File: src/rtl/pi_controller_fx.sv
// Fixed-point PI controller: two-stage pipeline (multiply, then integrate/sum/clamp)
// with conditional-integration anti-windup and a synchronous integrator clear.
module pi_controller_fx #(
    parameter int DW      = 16,
    parameter int GW      = 16,
    parameter int FRAC    = 8,
    parameter int IW      = 32,
    parameter int OUT_MAX = 32767,
    parameter int OUT_MIN = -32768
) (
    input  logic                 clk,
    input  logic                 rst,
    input  logic                 in_valid,
    input  logic signed [DW-1:0] error,
    input  logic signed [GW-1:0] kp,
    input  logic signed [GW-1:0] ki,
    input  logic                 int_clear,
    output logic                 out_valid,
    output logic signed [DW-1:0] out,
    output logic                 sat_hi,
    output logic                 sat_lo
);

    localparam int PW = DW + GW;
    localparam int TW = DW + GW - FRAC;
    localparam int SW = ((IW > TW) ? IW : TW) + 2;

    localparam logic signed [SW-1:0] MAX_S = SW'(OUT_MAX);
    localparam logic signed [SW-1:0] MIN_S = SW'(OUT_MIN);
    localparam logic signed [IW:0]   IMAX  = {2'b00, {(IW-1){1'b1}}};
    localparam logic signed [IW:0]   IMIN  = {2'b11, {(IW-1){1'b0}}};

    logic signed [PW-1:0] p_prod;
    logic signed [PW-1:0] i_prod;
    logic                 v1;
    logic signed [IW-1:0] integ;

    logic signed [PW-1:0] p_sh;
    logic signed [PW-1:0] i_sh;
    logic signed [IW-1:0] i_inc;
    logic signed [IW:0]   cand_w;
    logic signed [IW-1:0] cand;
    logic signed [SW-1:0] sum;
    logic                 hi;
    logic                 lo;
    logic                 hold;
    logic signed [DW-1:0] clamped;

    // A clear on the stage-2 edge forces the candidate integrator to zero,
    // so that sample's output is the proportional term alone.
    always_comb begin
        p_sh   = p_prod >>> FRAC;
        i_sh   = i_prod >>> FRAC;
        i_inc  = IW'(i_sh);
        cand_w = $signed({integ[IW-1], integ}) + $signed({i_inc[IW-1], i_inc});
        cand   = cand_w[IW-1:0];
        if (cand_w > IMAX) begin
            cand = IMAX[IW-1:0];
        end else if (cand_w < IMIN) begin
            cand = IMIN[IW-1:0];
        end
        if (int_clear) begin
            cand = '0;
        end
        sum     = SW'(p_sh) + SW'(cand);
        hi      = (sum > MAX_S);
        lo      = (sum < MIN_S);
        hold    = (hi && (i_inc > 0)) || (lo && (i_inc < 0));
        clamped = sum[DW-1:0];
        if (hi) begin
            clamped = MAX_S[DW-1:0];
        end else if (lo) begin
            clamped = MIN_S[DW-1:0];
        end
    end

    always_ff @(posedge clk) begin
        if (rst) begin
            p_prod    <= '0;
            i_prod    <= '0;
            v1        <= 1'b0;
            integ     <= '0;
            out_valid <= 1'b0;
            out       <= '0;
            sat_hi    <= 1'b0;
            sat_lo    <= 1'b0;
        end else begin
            v1        <= in_valid;
            out_valid <= v1;
            if (in_valid) begin
                p_prod <= PW'(error) * PW'(kp);
                i_prod <= PW'(error) * PW'(ki);
            end
            if (v1) begin
                out    <= clamped;
                sat_hi <= hi;
                sat_lo <= lo;
                if (!hold) begin
                    integ <= cand;
                end
            end
            // Clear has priority over any integrator update on the same edge.
            if (int_clear) begin
                integ <= '0;
            end
        end
    end

endmodule

File: config.mk
export PLATFORM = sky130hd
export DESIGN_NAME = pi_controller_fx
export DESIGN_NICKNAME = d
export VERILOG_FILES = /design/src/rtl/pi_controller_fx.sv
export SDC_FILE = /design/constraint.sdc
export NUM_CORES = 2
export LEC_CHECK = 0
export ABC_AREA = 0
export ABC_CLOCK_PERIOD_IN_PS = 24300
export BUFFER_PORTS_ARGS = -buffer_cell sky130_fd_sc_hd__buf_2
export CELL_PAD_IN_SITES_DETAIL_PLACEMENT = 1
export CELL_PAD_IN_SITES_GLOBAL_PLACEMENT = 2
export CORE_UTILIZATION = 30
export DETAILED_ROUTE_END_ITERATION = 16
export GPL_ROUTABILITY_DRIVEN = 0
export HOLD_SLACK_MARGIN = 0.02
export PLACE_DENSITY = 0.69
export REMOVE_ABC_BUFFERS = 1
export SETUP_SLACK_MARGIN = 0.05
export SYNTH_ARGS = -nofsm -noshare
export SYNTH_HDL_FRONTEND = slang
export SYNTH_SLANG_ARGS = --single-unit
File: constraint.sdc
create_clock -name clk -period 24.3 [get_ports clk]
set_input_delay 4.86 -clock clk [delete_from_list [all_inputs] [get_ports clk]]
set_output_delay 4.86 -clock clk [all_outputs]
set_load 0.02 [all_outputs]
==> impl_metrics.env <==
export IMPL_failed_checks="DRC"
export IMPL_tns_ns=0
export IMPL_synthCells=3063
export IMPL_hold_class="reg2reg"
export IMPL_viasPerCell=4.883
export IMPL_numCtsBuffers=9
export IMPL_cts_hold_buf=0
export IMPL_cp_max_fo=32
export IMPL_cts_resized=0
export IMPL_grt_pass1_wl_um=132200
export IMPL_portBuffers=70
export IMPL_yosysTopAreaCell="fa_1"
export IMPL_drv_slew=0
export IMPL_cp_arrival_ns=12.07
export IMPL_dp_hpwl_um=64480
export IMPL_firstDrtPassIters=11
export IMPL_cap_violations=0
export IMPL_nets=3824
export IMPL_reg2reg_slack_ns=15.40
export IMPL_grt_pass1_vias=23130
export IMPL_yosysWarnings=0
export IMPL_endpoint_kind="flop"
export IMPL_slew_headroom=0.2290
export IMPL_avgSynthCellArea_um2=8.767
export IMPL_synth_seq_cells=100
export IMPL_synth_top_area_frac=0.3907
export IMPL_grt_max_degree=57
export IMPL_start_util=0.3034
export IMPL_post_drt_wl_per_cell_um=19.30
export IMPL_max_freq_mhz=85.06
export IMPL_layout_drive_gt1_share=0.04883
export IMPL_status="complete, but fails checks"
export IMPL_rsz0062_at_grt="false"
export IMPL_path_class="in2reg"
export IMPL_critPathRequiredTime_ns=24.61
export IMPL_ys_types=82
export IMPL_die_x_um=301.2
export IMPL_worst_slew_pin_transition_ns=1.152
export IMPL_rows=109
export IMPL_grt_remaining_overflow=0
export IMPL_die_area_mm2=0.09071
export IMPL_synth_edf_count=0
export IMPL_hold_viol_final=0
export IMPL_ctsRootBufferMaster="clkbuf_16"
export IMPL_timing_final_crit_share=0.4838
export IMPL_synth_seq_area_share=0.07455
export IMPL_antenna_cells=0
export IMPL_first_iter_violations=737
export IMPL_vias=20488
export IMPL_layout_min_cycle_time_ns=11.76
export IMPL_core_area_mm2=0.08851
export IMPL_areaGrowthSynthToFinish_pct=6.267
export IMPL_cts_clk_slew_worst_paths_ns=0.08
export IMPL_setup_viol=0
export IMPL_async_flop_share=0
export IMPL_finalClockSkew_ns=0.01448
export IMPL_grtUsageTotal=0.1879
export IMPL_io_pin_count=71
export IMPL_clock_path_buffers=2
export IMPL_cts_tree="yes"
export IMPL_crit_path_start_kind="input port"
export IMPL_numClockSinks=100
export IMPL_netlist_area_mm2=0.02685
export IMPL_htreeDepth=3
export IMPL_clk_latency_ns=0.39
export IMPL_die_h_um=301.2
export IMPL_grt_antenna_before_repair=3
export IMPL_routed_wl_um=80970
export IMPL_synth_area_leaders="fa_1 39%, ha_1 10%, inv_1 8.5%, dfxtp_1 7.5%, nand2_1 5.3%"
export IMPL_ant_nets=0
export IMPL_cts_setup_buffers=0
export IMPL_drc=4
export IMPL_synthFlopType="dfxtp_1"
[synth_stat cells, types with 34 or more instances]
library cell,instances
dfxtp_1,100
ha_1,222
nand2_1,379
xnor2_1,65
a21o_1,76
nor2_1,116
xor2_1,34
nor3_1,52
clkbuf_1,105
o21ai_0,52
fa_1,524
mux2i_1,34
nand2b_1,44
and2_1,198
a21oi_1,96
inv_1,611
[registers in the layout, summed over array words and instances, names as in the netlist]
signal	count
i_prod	24
v1	1
sat_lo	1
sat_hi	1
integ	32
out_valid	1
out	16
p_prod	24
[final cells by class]
cell class	instances	area, µm²
timing repair buffer	80	425.4
inverter	612	2297
sequential	100	2002
clock inverter	7	70.07
multi-input combinational	2223	22060
tap	1165	1458
clock buffer	9	225.2
fill	10408	59980
[kinds of logic after synthesis]
logic type | count (synthesis) | share of synthesized area
and+or+nand+nor | 919 | 0.1676
adders and majority gates | 746 | 0.4941
buffers and inverters | 740 | 0.1052
AOI/OAI and AO/OA | 425 | 0.1136
DFF | 100 | 0.07455
xor gates and xnor gates | 99 | 0.03229
muxes | 34 | 0.01267
[final timing paths]
path	start	endpoint	depth (start not counted)
max	error[15]	i_prod[31]	23
min	out[0]	out[0]	2
max reg2reg	i_prod[8]	integ[2]	26
min reg2reg	out[0]	out[0]	2
[per-layer routing]
| metal | GRT usage | up-vias | part of all wire |
|---|---|---|---|
| met5 | 0 | - | 0 |
| met4 | 0.04049 | 0 | 0.020 |
| met3 | 0.01491 | 65 | 0.020 |
| met2 | 0.3266 | 214 | 0.49 |
| met1 | 0.2532 | 10672 | 0.47 |
| li1 | - | 9537 | - |
[through the flow]
| step | utilization | area [µm²] | std cells | worst slack [ns] | hold WS, ns |
|---|---|---|---|---|---|
| finish | 0.3224 | 28530 | 4196 | 12.54 | 0.4526 |
| global route | 0.3224 | 28530 | 4196 | 12.05 | 0.4877 |
| CTS | 0.3224 | 28530 | 4196 | 12.48 | 0.4561 |
| detailed placement | 0.3191 | 28240 | 4180 | 12.12 | 0.4425 |
| global placement | 0.3191 | 28240 | 4180 | 12.24 | 0.4352 |
| floorplan | - | 26330 | 2935 | 12.24 | 0.4376 |
[cell usage in the layout, fill, tap and decap left out, types with 8 or more instances in the layout]
| master | Yosys | routed |
|---|---|---|
| and2_1 | 198 | 198 |
| ha_1 | 222 | 222 |
| o21bai_1 | 9 | 9 |
| nor3_1 | 52 | 52 |
| xnor2_1 | 65 | 65 |
| a211oi_1 | 28 | 26 |
| nand3_1 | 28 | 28 |
| inv_1 | 611 | 611 |
| buf_4 | 2 | 10 |
| a21oi_1 | 96 | 95 |
| mux2i_1 | 34 | 34 |
| o211a_1 | 10 | 10 |
| nand2_1 | 379 | 379 |
| a211oi_2 | 24 | 24 |
| o211ai_1 | 14 | 14 |
| nor2b_1 | 9 | 9 |
| nor4_1 | 8 | 8 |
| and3_1 | 16 | 16 |
| xor2_1 | 34 | 34 |
| or3_1 | 15 | 15 |
| dfxtp_1 | 100 | 100 |
| clkbuf_16 | 0 | 9 |
| a21o_1 | 76 | 76 |
| a31oi_1 | 13 | 13 |
| a221o_1 | 11 | 11 |
| o21ai_0 | 52 | 52 |
| nand2b_1 | 44 | 43 |
| buf_2 | 12 | 70 |
| o21a_1 | 20 | 20 |
| nand4_1 | 15 | 15 |
| fa_1 | 524 | 524 |
| nor2_1 | 116 | 116 |
[critical path, cell delays in order]
cell and delay (ns):
buf_2 0.54, nand2_1 0.21, inv_1 0.16, fa_1 0.50
inv_1 0.19, fa_1 0.47, fa_1 0.44, fa_1 0.52
fa_1 0.56, inv_1 0.05, fa_1 0.47, ha_1 0.34
a21o_1 0.19, a211oi_1 0.30, o21ai_0 0.15, a211oi_1 0.20
o221ai_1 0.23, nand2_1 0.16, o2111ai_1 0.20, a21o_1 0.25
a21oi_1 0.24, or4b_2 0.60, a31oi_1 0.18
Power is not shown: default switching activity piles up to over one toggle a cycle in this logic, so the estimate is an artifact.
